## src/rtl/serial_subtractor.sv

```systemverilog
// Bit-serial {Bout,Diff} = A - B - Bin, LSB first; done pulses WIDTH cycles after the accepting edge.
// start is ignored while busy (no queueing); SERIAL_SUB_OVF_EN adds the registered signed-overflow output Ovf.
module serial_subtractor #(
    parameter int WIDTH = 4
) (
    input  logic             clk,
    input  logic             rst,
    input  logic             start,
    input  logic [WIDTH-1:0] A,
    input  logic [WIDTH-1:0] B,
    input  logic             Bin,
    output logic             busy,
    output logic             done,
    output logic [WIDTH-1:0] Diff,
    output logic             Bout
`ifdef SERIAL_SUB_OVF_EN
    ,
    output logic             Ovf
`endif
);

    localparam int CW = (WIDTH > 2) ? $clog2(WIDTH) : 1;
    localparam logic [CW-1:0] LAST_BIT = CW'(WIDTH - 1);

    typedef enum logic {
        IDLE = 1'b0,
        RUN  = 1'b1
    } state_t;

    state_t           state_q, state_d;
    logic [CW-1:0]    cnt_q, cnt_d;
    logic [WIDTH-1:0] a_q, a_d;
    logic [WIDTH-1:0] b_q, b_d;
    logic [WIDTH-1:0] res_q, res_d;
    logic             br_q, br_d;
    logic [WIDTH-1:0] diff_q, diff_d;
    logic             bout_q, bout_d;
    logic             done_q, done_d;
    logic             ovf_q, ovf_d;

    logic bit_a, bit_b, bit_d, bit_br;

    // One full-subtractor cell working on the current LSBs of the operand shifters.
    always_comb begin
        bit_a  = a_q[0];
        bit_b  = b_q[0];
        bit_d  = bit_a ^ bit_b ^ br_q;
        bit_br = (~bit_a & bit_b) | (~bit_a & br_q) | (bit_b & br_q);
    end

    always_comb begin
        state_d = state_q;
        cnt_d   = cnt_q;
        a_d     = a_q;
        b_d     = b_q;
        res_d   = res_q;
        br_d    = br_q;
        diff_d  = diff_q;
        bout_d  = bout_q;
        done_d  = 1'b0;
        ovf_d   = ovf_q;

        case (state_q)
            IDLE: begin
                if (start) begin
                    a_d     = A;
                    b_d     = B;
                    br_d    = Bin;
                    res_d   = '0;
                    cnt_d   = '0;
                    state_d = RUN;
                end
            end
            RUN: begin
                a_d   = a_q >> 1;
                b_d   = b_q >> 1;
                res_d = {bit_d, res_q[WIDTH-1:1]};
                br_d  = bit_br;
                cnt_d = cnt_q + 1'b1;
                if (cnt_q == LAST_BIT) begin
                    diff_d  = {bit_d, res_q[WIDTH-1:1]};
                    bout_d  = bit_br;
                    done_d  = 1'b1;
                    // On the last bit the shifters hold the original operand MSBs.
                    ovf_d   = (bit_a ^ bit_b) & (bit_d ^ bit_a);
                    state_d = IDLE;
                end
            end
            default: state_d = IDLE;
        endcase
    end

    always_ff @(posedge clk) begin
        if (rst) begin
            state_q <= IDLE;
            cnt_q   <= '0;
            a_q     <= '0;
            b_q     <= '0;
            res_q   <= '0;
            br_q    <= 1'b0;
            diff_q  <= '0;
            bout_q  <= 1'b0;
            done_q  <= 1'b0;
            ovf_q   <= 1'b0;
        end else begin
            state_q <= state_d;
            cnt_q   <= cnt_d;
            a_q     <= a_d;
            b_q     <= b_d;
            res_q   <= res_d;
            br_q    <= br_d;
            diff_q  <= diff_d;
            bout_q  <= bout_d;
            done_q  <= done_d;
            ovf_q   <= ovf_d;
        end
    end

    assign busy = (state_q == RUN);
    assign done = done_q;
    assign Diff = diff_q;
    assign Bout = bout_q;

`ifdef SERIAL_SUB_OVF_EN
    assign Ovf = ovf_q;
`else
    logic unused_ovf;
    assign unused_ovf = ovf_q;
`endif

endmodule

```

## config.mk

```make
export PLATFORM = sky130hd
export DESIGN_NAME = serial_subtractor
export DESIGN_NICKNAME = d
export VERILOG_FILES = /design/src/rtl/serial_subtractor.sv
export SDC_FILE = /design/constraint.sdc
export NUM_CORES = 1
export LEC_CHECK = 0
export CAP_MARGIN = 0
export CORE_UTILIZATION = 35
export CTS_CLUSTER_SIZE = 40
export DETAILED_ROUTE_END_ITERATION = 8
export GPL_TIMING_DRIVEN = 0
export REMOVE_ABC_BUFFERS = 1
export SLEW_MARGIN = 20
export SYNTH_ARGS = -nofsm -noshare
export SYNTH_HDL_FRONTEND = slang
export SYNTH_SLANG_ARGS = --single-unit
export TNS_END_PERCENT = 5
```

## constraint.sdc

```tcl
create_clock -name clk -period 2.9 [get_ports clk]
set_input_delay 0.29 -clock clk [delete_from_list [all_inputs] [get_ports clk]]
set_output_delay 0.29 -clock clk [all_outputs]
set_load 0.005 [all_outputs]
```

Word level (Yosys, flattened, before mapping) --
Index checks and enable logic that the tools add are counted.
Storage, ports and cells: register bits after elaboration 22, output and inout bits 7, word-level logic and storage cells 37
Cells by class: add/sub/neg operators 1, equality and inequality tests 2, multiplexer cells 14, bitwise logic cells 9, reduce and logical (&&, ||, !) cells 2
Operators with widths (count):
- $pmux 4 s2 | 3
- $mux 4 | 3
- $mux 1 | 4
- $pmux 1 s2 | 2
- $pmux 2 s2 | 1
- $and 1x1->1 | 3
- $add 2x1->2 const B | 1
- $eq 2x2->1 const B | 1
- $mux 2 | 1
- $ne 2x2->1 const B | 1
- $not 1->1 | 2
- $or 1x1->1 | 2
- $reduce_and 2->1 | 1
- $reduce_or 2->1 | 1
- $xor 1x1->1 | 2

Longest topological paths before layout --
Gate-level depths: netlist of run 1.
depth after elaboration 5, mapped depth 4, mapped depth without buffers 4

Least setup slack after synthesis of run 1 --
OpenSTA, ideal clock, no wires.
kind reg2reg, start point reg a_q[0], end point reg res_q[3], setup time 0.134 ns, arrival 1.026 ns, data required time 2.766 ns, path slack 1.740 ns, stages on the path, launching flop included 5, path buffers 0, cells stage by stage dfxtp_1 > inv_1 > fa_1 > nand2b_1 > a21oi_1
Between the ends: word-level cells in the longest chain between the ends 3
RTL lines:
- start: declaration | line 32 | logic [WIDTH-1:0] a_q, a_d;
- start signal: assignment | line 97 | a_q <= '0;
- start signal: assignment | line 108 | a_q <= a_d;
- $xor 1x1->1
- $xor 1x1->1 | line 47 | bit_d = bit_a ^ bit_b ^ br_q;
- $pmux 4 s2 | line 63 | case (state_q)
- end signal: assignment | line 110 | res_q <= res_d;
- end: declaration | line 34 | logic [WIDTH-1:0] res_q, res_d;
Every way passes these cells. A chain may end at the register's enable or synchronous reset.

Final worst setup path of run 1 --
start point reg state_q (netlist: busy), end point out busy
RTL lines:
- start: declaration | line 30 | state_t state_q, state_d;
- start signal: assignment | line 106 | state_q <= state_d;
- end: declaration | line 12 | output logic busy,
No word-level cell between the ends.

==> results of run 1 <==
[worst register-to-register path: stages, from the launching register on]
cell and delay, ns:
dfxtp_1 1.01, inv_1 0.35, a211oi_1 0.30
[layer usage]
layer / routed length (um) / global-route usage, %
met4: 0 / 1.32
met2: 699 / 23.4
met3: 80 / 6.03
met5: 0 / 0
met1: 815 / 15.6
[kinds of logic after synthesis]
group	Yosys count	share of synthesized area [%]
flops	21	46.2
simple gates	26	16.8
compound gates	23	17.9
mux	9	9.89
buf+inv	9	5.77
fa+ha+maj	2	3.57
[state kept, by name, indices dropped and copies added (netlist names)]
register,cells
Diff,4
done,1
Bout,1
a_q,4
b_q,4
busy,1
br_q,1
cnt_q,2
res_q,3
[report_power, final]
group          internal (mW)  switching, mW
Clock                 0.0536         0.0842
Sequential             0.302         0.0159
Combinational         0.0373         0.0265
[metrics by stage]
step	util, %	setup WS (ns)	area (um2)	hold slack, ns	total power, mW
floorplan	-	1.60	866	0.352	0.354
global placement	43.7	0.992	1080	0.443	0.388
detailed placement	43.7	0.986	1080	0.461	0.389
CTS	44.8	0.642	1110	0.475	0.528
global route	44.8	0.520	1110	0.509	0.548
finish	44.8	0.640	1110	0.479	0.520
[synth_stat cells (all sizes together) (4+ instances only)]
cell type / instances / area, um2
dfxtp: 21 / 420
mux2i: 9 / 90.1
a21oi: 10 / 53.8
a211oi: 8 / 60.1
buf: 5 / 37.5
a21bo: 4 / 40.0
nand3: 4 / 20.0
nor2b: 7 / 43.8
or3b: 5 / 43.8
nand2: 4 / 15.0
[final timing paths]
kind | to | slack [ns]
setup / recovery | busy | 0.64
hold / removal | Diff[0] | 0.48
setup reg to reg | b_q[2] | 1.15
hold reg to reg | Diff[0] | 0.48
[layout make-up]
class / count / area [um2]
Sequential cell: 21 / 420
Timing Repair Buffer: 18 / 180
Fill cell: 266 / 1370
Multi-Input combinational cell: 60 / 438
Inverter: 2 / 7.51
Clock buffer: 4 / 26.3
Tap cell: 30 / 37.5
==> results.yml, run 1 <==
place:
  final_weighted_congestion_in_routability_driven_placement: 0.596
  port-buffer-count: 18
  place.detailed.hpwl_um: 990
  placed_cells_incl_taps: 131
clock_tree:
  cts_inserted_buffers: 3
  clockBufferDepth: 2
  postCtsSetupRepairBufs: 0
  cts.clk_slew.worst_paths_ns: 0.11
  htree_num_levels: 1
  post_cts.resized_instances: 0
  ctsRootBufferMaster: "clkbuf_4"
  clkLatencyLatePin_ns: 0.30
  clock_sinks: 21
  cts_tree: "yes"
  cts_hold_bufs: 0
yosys:
  ys_seq_elements: 21
  yosysSeqAreaShare_pct: 46.2
  synth-warning-count: 0
  syn-cell-area_um2: 911
  synth_enable_flop_cells: 0
  post_synth_num_cell_types: 20
  postSynth.topFlopCell: "dfxtp_1"
  synth_area_per_cell_um2: 10.1
  synthArstFlopShare_pct: 0
  postSynthCellCount: 90
final_layout:
  antenna_cells: 0
  layout.nets: 120
  flow.area_growth_from_synthesis_pct: 21.8
  post_route_cells_drive_above_1_share_pct: 7.62
  instances_no_fill: 135
  layout.cells.most_common: "dfxtp_1"
  layout.cells.most_common_list: "dfxtp_1 (21), clkdlybuf4s50_1 (18), a21oi_1 (9), mux2i_1 (9), a211oi_1 (8)"
timing:
  skew_final_ns: 0.00147
  fmax_ghz: 0.443
  max_slew.worst_pin.slew_ns: 1.02
  setup_viol: 0
  setup_tns_ns: 0
  report.final.slew_viol_count: 0
  finalCriticalPeriod_ns: 2.26
  timing.final.hold_violations: 0
  timing.max_slew.rel_slack_pct: 32.0
  final_worst_path_cycle_share_pct: 77.9
  rsz0062_at_grt: "no"
worst_setup_path:
  critical_path_arrival_ns: 1.97
  critical_path.n_buffers_inverters: 1
  critical_path_end_type: "output pin"
  top_family_by_delay_on_critical_path: "flip-flops"
  critical_path_required_ns: 2.61
  worst_path_largest_cell_delay_ns: 1.01
  timing.critical_path.slowest_stage_cell: "dfxtp_1"
  r2r-start: "busy"
  crit_chain: "clkdlybuf4s50_1"
  critical_path.startpoint: "busy"
  rr_worst_depth: 2
  cp-start-kind: "register"
  worst-path-max-fanout: 34
  worstSetupPathType: "register to output pin"
  critical_path_cell_count: 1
drt:
  avgViaCountPerCell: 4.97
  routed_wirelength_mm: 1.60
  remaining_drc_errors: 0
  ant_nets: 0
  detailroute.via_count: 671
  detailedRoute.firstPassIterationCount: 4
  routed_length_per_instance_um: 11.8
  detailedRoute.firstIterationViolations: 7
floorplanning:
  num_rows: 18
  floorplan.die_area_um2: 2810
  die_x_um: 53.0
  design.core.area_um2: 2480
  floorplan.die.height_um: 53.0
  starting_density_of_the_core_pct: 36.8
  ioPinCount: 19
global_routing:
  wire_length_of_the_first_global_routing_pass_mm: 2.73
  first_global_vias: 648
  grt_overflow_total: 0
  grt_antenna_before_repair: 0
  global_route.usage.total_pct: 13.5
  grt_max_degree: 35
worst_hold_path:
  holdCritPathClass: "register to register"
  whs_path_cells: 2
  worst_hold_startpoint: "res_q[1]"
run_status:
  status: "complete, no violations"
pwr:
  p_per_area_nw_per_um2: 468
  power.ir.vdd_worst_v: 0.000302
  p_leak_nw: 0.407
run:
  maxCapViolCount: 0
Power figures use the tool's default switching activity.
==> inputs of run 2 (changes only) <==
==> constraint.sdc (replaced) <==
create_clock -name clk -period 1.96 [get_ports clk]
set_input_delay 0.196 -clock clk [delete_from_list [all_inputs] [get_ports clk]]
set_output_delay 0.196 -clock clk [all_outputs]
set_load 0.005 [all_outputs]
==> results.yml, run 2 (synthesis results as in run 1) <==
run_status:
  status: "complete, no violations"
floorplanning:
  floorplan.die.height_um: 53.0
  num_rows: 18
  starting_density_of_the_core_pct: 36.8
  die_x_um: 53.0
  floorplan.die_area_um2: 2810
  ioPinCount: 19
  design.core.area_um2: 2480
final_layout:
  multi_input_comb_area_um2: 438
  finish.utilization_pct: 44.8
  flow.area_growth_from_synthesis_pct: 22.0
  antenna_cells: 0
  instances_no_fill: 135
  layout.cells.most_common: "dfxtp_1"
  final-seq-area_um2: 422
  post_route_cells_drive_above_1_share_pct: 8.57
  layout.nets: 120
  fill_cell_instance_count_of_the_final_layout: 266
  layout.cells.most_common_list: "dfxtp_1 (20), clkdlybuf4s50_1 (18), a21oi_1 (9), mux2i_1 (9), a211oi_1 (8)"
clock_tree:
  htree_num_levels: 1
  postCtsSetupRepairBufs: 0
  clock_sinks: 21
  clockBufferDepth: 2
  ctsRootBufferMaster: "clkbuf_4"
  cts.clk_slew.worst_paths_ns: 0.11
  cts_tree: "yes"
  cts_hold_bufs: 0
  clkLatencyLatePin_ns: 0.30
  cts_inserted_buffers: 3
timing:
  max_slew.worst_pin.slew_ns: 0.786
  timing.final.hold_violations: 0
  fmax_ghz: 0.556
  rsz0062_at_grt: "no"
  report.final.slew_viol_count: 0
  final_worst_path_cycle_share_pct: 91.7
  skew_final_ns: 0.00147
  setup_viol: 0
  setup_tns_ns: 0
  timing.max_slew.rel_slack_pct: 47.5
  setup_slack_ns: 0.162
  finalCriticalPeriod_ns: 1.80
place:
  placed_cells_incl_taps: 131
  place.detailed.hpwl_um: 990
  final_weighted_congestion_in_routability_driven_placement: 0.596
  post-place-ws_ns: 0.140
  port-buffer-count: 18
pwr:
  power.share.sequential_pct: 61.3
  clkPwrFrac_pct: 26.5
  internal_power_mw: 0.582
  power.ir.vdd_worst_v: 0.000447
  total_power_mw: 0.769
  power.switching_fraction_pct: 24.3
  p_per_area_nw_per_um2: 692
  p_sw_mw: 0.187
  p_leak_nw: 0.407
  power_frac_comb_pct: 12.2
worst_setup_path:
  worstSetupPathType: "register to output pin"
  critical_path.n_buffers_inverters: 1
  critical_path_end_type: "output pin"
  worst-path-max-fanout: 34
  crit_chain: "clkdlybuf4s50_1"
  critical_path_arrival_ns: 1.60
  timing.critical_path.slowest_stage_cell: "dfxtp_2"
  top_family_by_delay_on_critical_path: "flip-flops"
  cp-start-kind: "register"
  worst_path_largest_cell_delay_ns: 0.70
  critical_path_required_ns: 1.76
drt:
  avgViaCountPerCell: 4.97
  routed_length_per_instance_um: 11.8
  routed_wirelength_mm: 1.60
  detailedRoute.firstIterationViolations: 7
  detailedRoute.firstPassIterationCount: 4
  detailroute.via_count: 671
  ant_nets: 0
  remaining_drc_errors: 0
global_routing:
  grt_antenna_before_repair: 0
  grt_max_degree: 35
  grt_overflow_total: 0
  wire_length_of_the_first_global_routing_pass_mm: 2.73
  first_global_vias: 648
  global_route.usage.total_pct: 13.5
worst_hold_path:
  holdCritPathClass: "register to register"
run:
  maxCapViolCount: 0
## run 2: changes by cell type in the layout (fill, tap and decap cells not counted)
cell | previous run | this run
dfxtp_2 | 0 | 1
dfxtp_1 | 21 | 20
## run 2: what timing repair did
action	4_1_cts	5_1_grt
resized for setup	1	0
endpoints found under the setup margin	1	0
hold endpoints to repair	0	0
## run 2: cell type report
type | count | area share [%]
Multi-Input combinational cell | 60 | 39.4
Sequential cell | 21 | 38.0
Timing Repair Buffer | 18 | 16.2
Tap cell | 30 | 3.38
Clock buffer | 4 | 2.36
Inverter | 2 | 0.676
## run 2: power by group through the flow
stage          clock (mW)  sequential, mW  combinational [mW]
2_1_floorplan           0           0.474              0.0496
3_3_place_gp            0           0.480              0.0940
3_5_place_dp            0           0.480              0.0952
4_1_cts             0.214           0.471              0.0957
5_1_grt             0.228           0.476               0.107
6_report            0.204           0.471              0.0941
## run 2: final timing paths
kind	to	startpoint	cells after the start	slack, ns
max	busy	busy	1	0.16
min	Diff[0]	res_q[1]	2	0.48
max reg2reg	b_q[2]	busy	2	0.63
min reg2reg	Diff[0]	res_q[1]	2	0.48
## run 2: stage by stage
stage / cell area [um2] / hold slack [ns]
after CTS: 1110 / 0.475
after global placement: 1080 / 0.443
after detailed placement: 1080 / 0.461
after global routing: 1110 / 0.509
final: 1110 / 0.479
after floorplan: 866 / 0.258
## run 2: metal layers
metal  up-vias  track usage [%]  part of all wire [%]
met5         -                0                     0
met4         0             1.32                     0
met3         0             6.03                   5.0
met2        18             23.4                    44
met1       303             15.6                    51
li1        350                -                     -
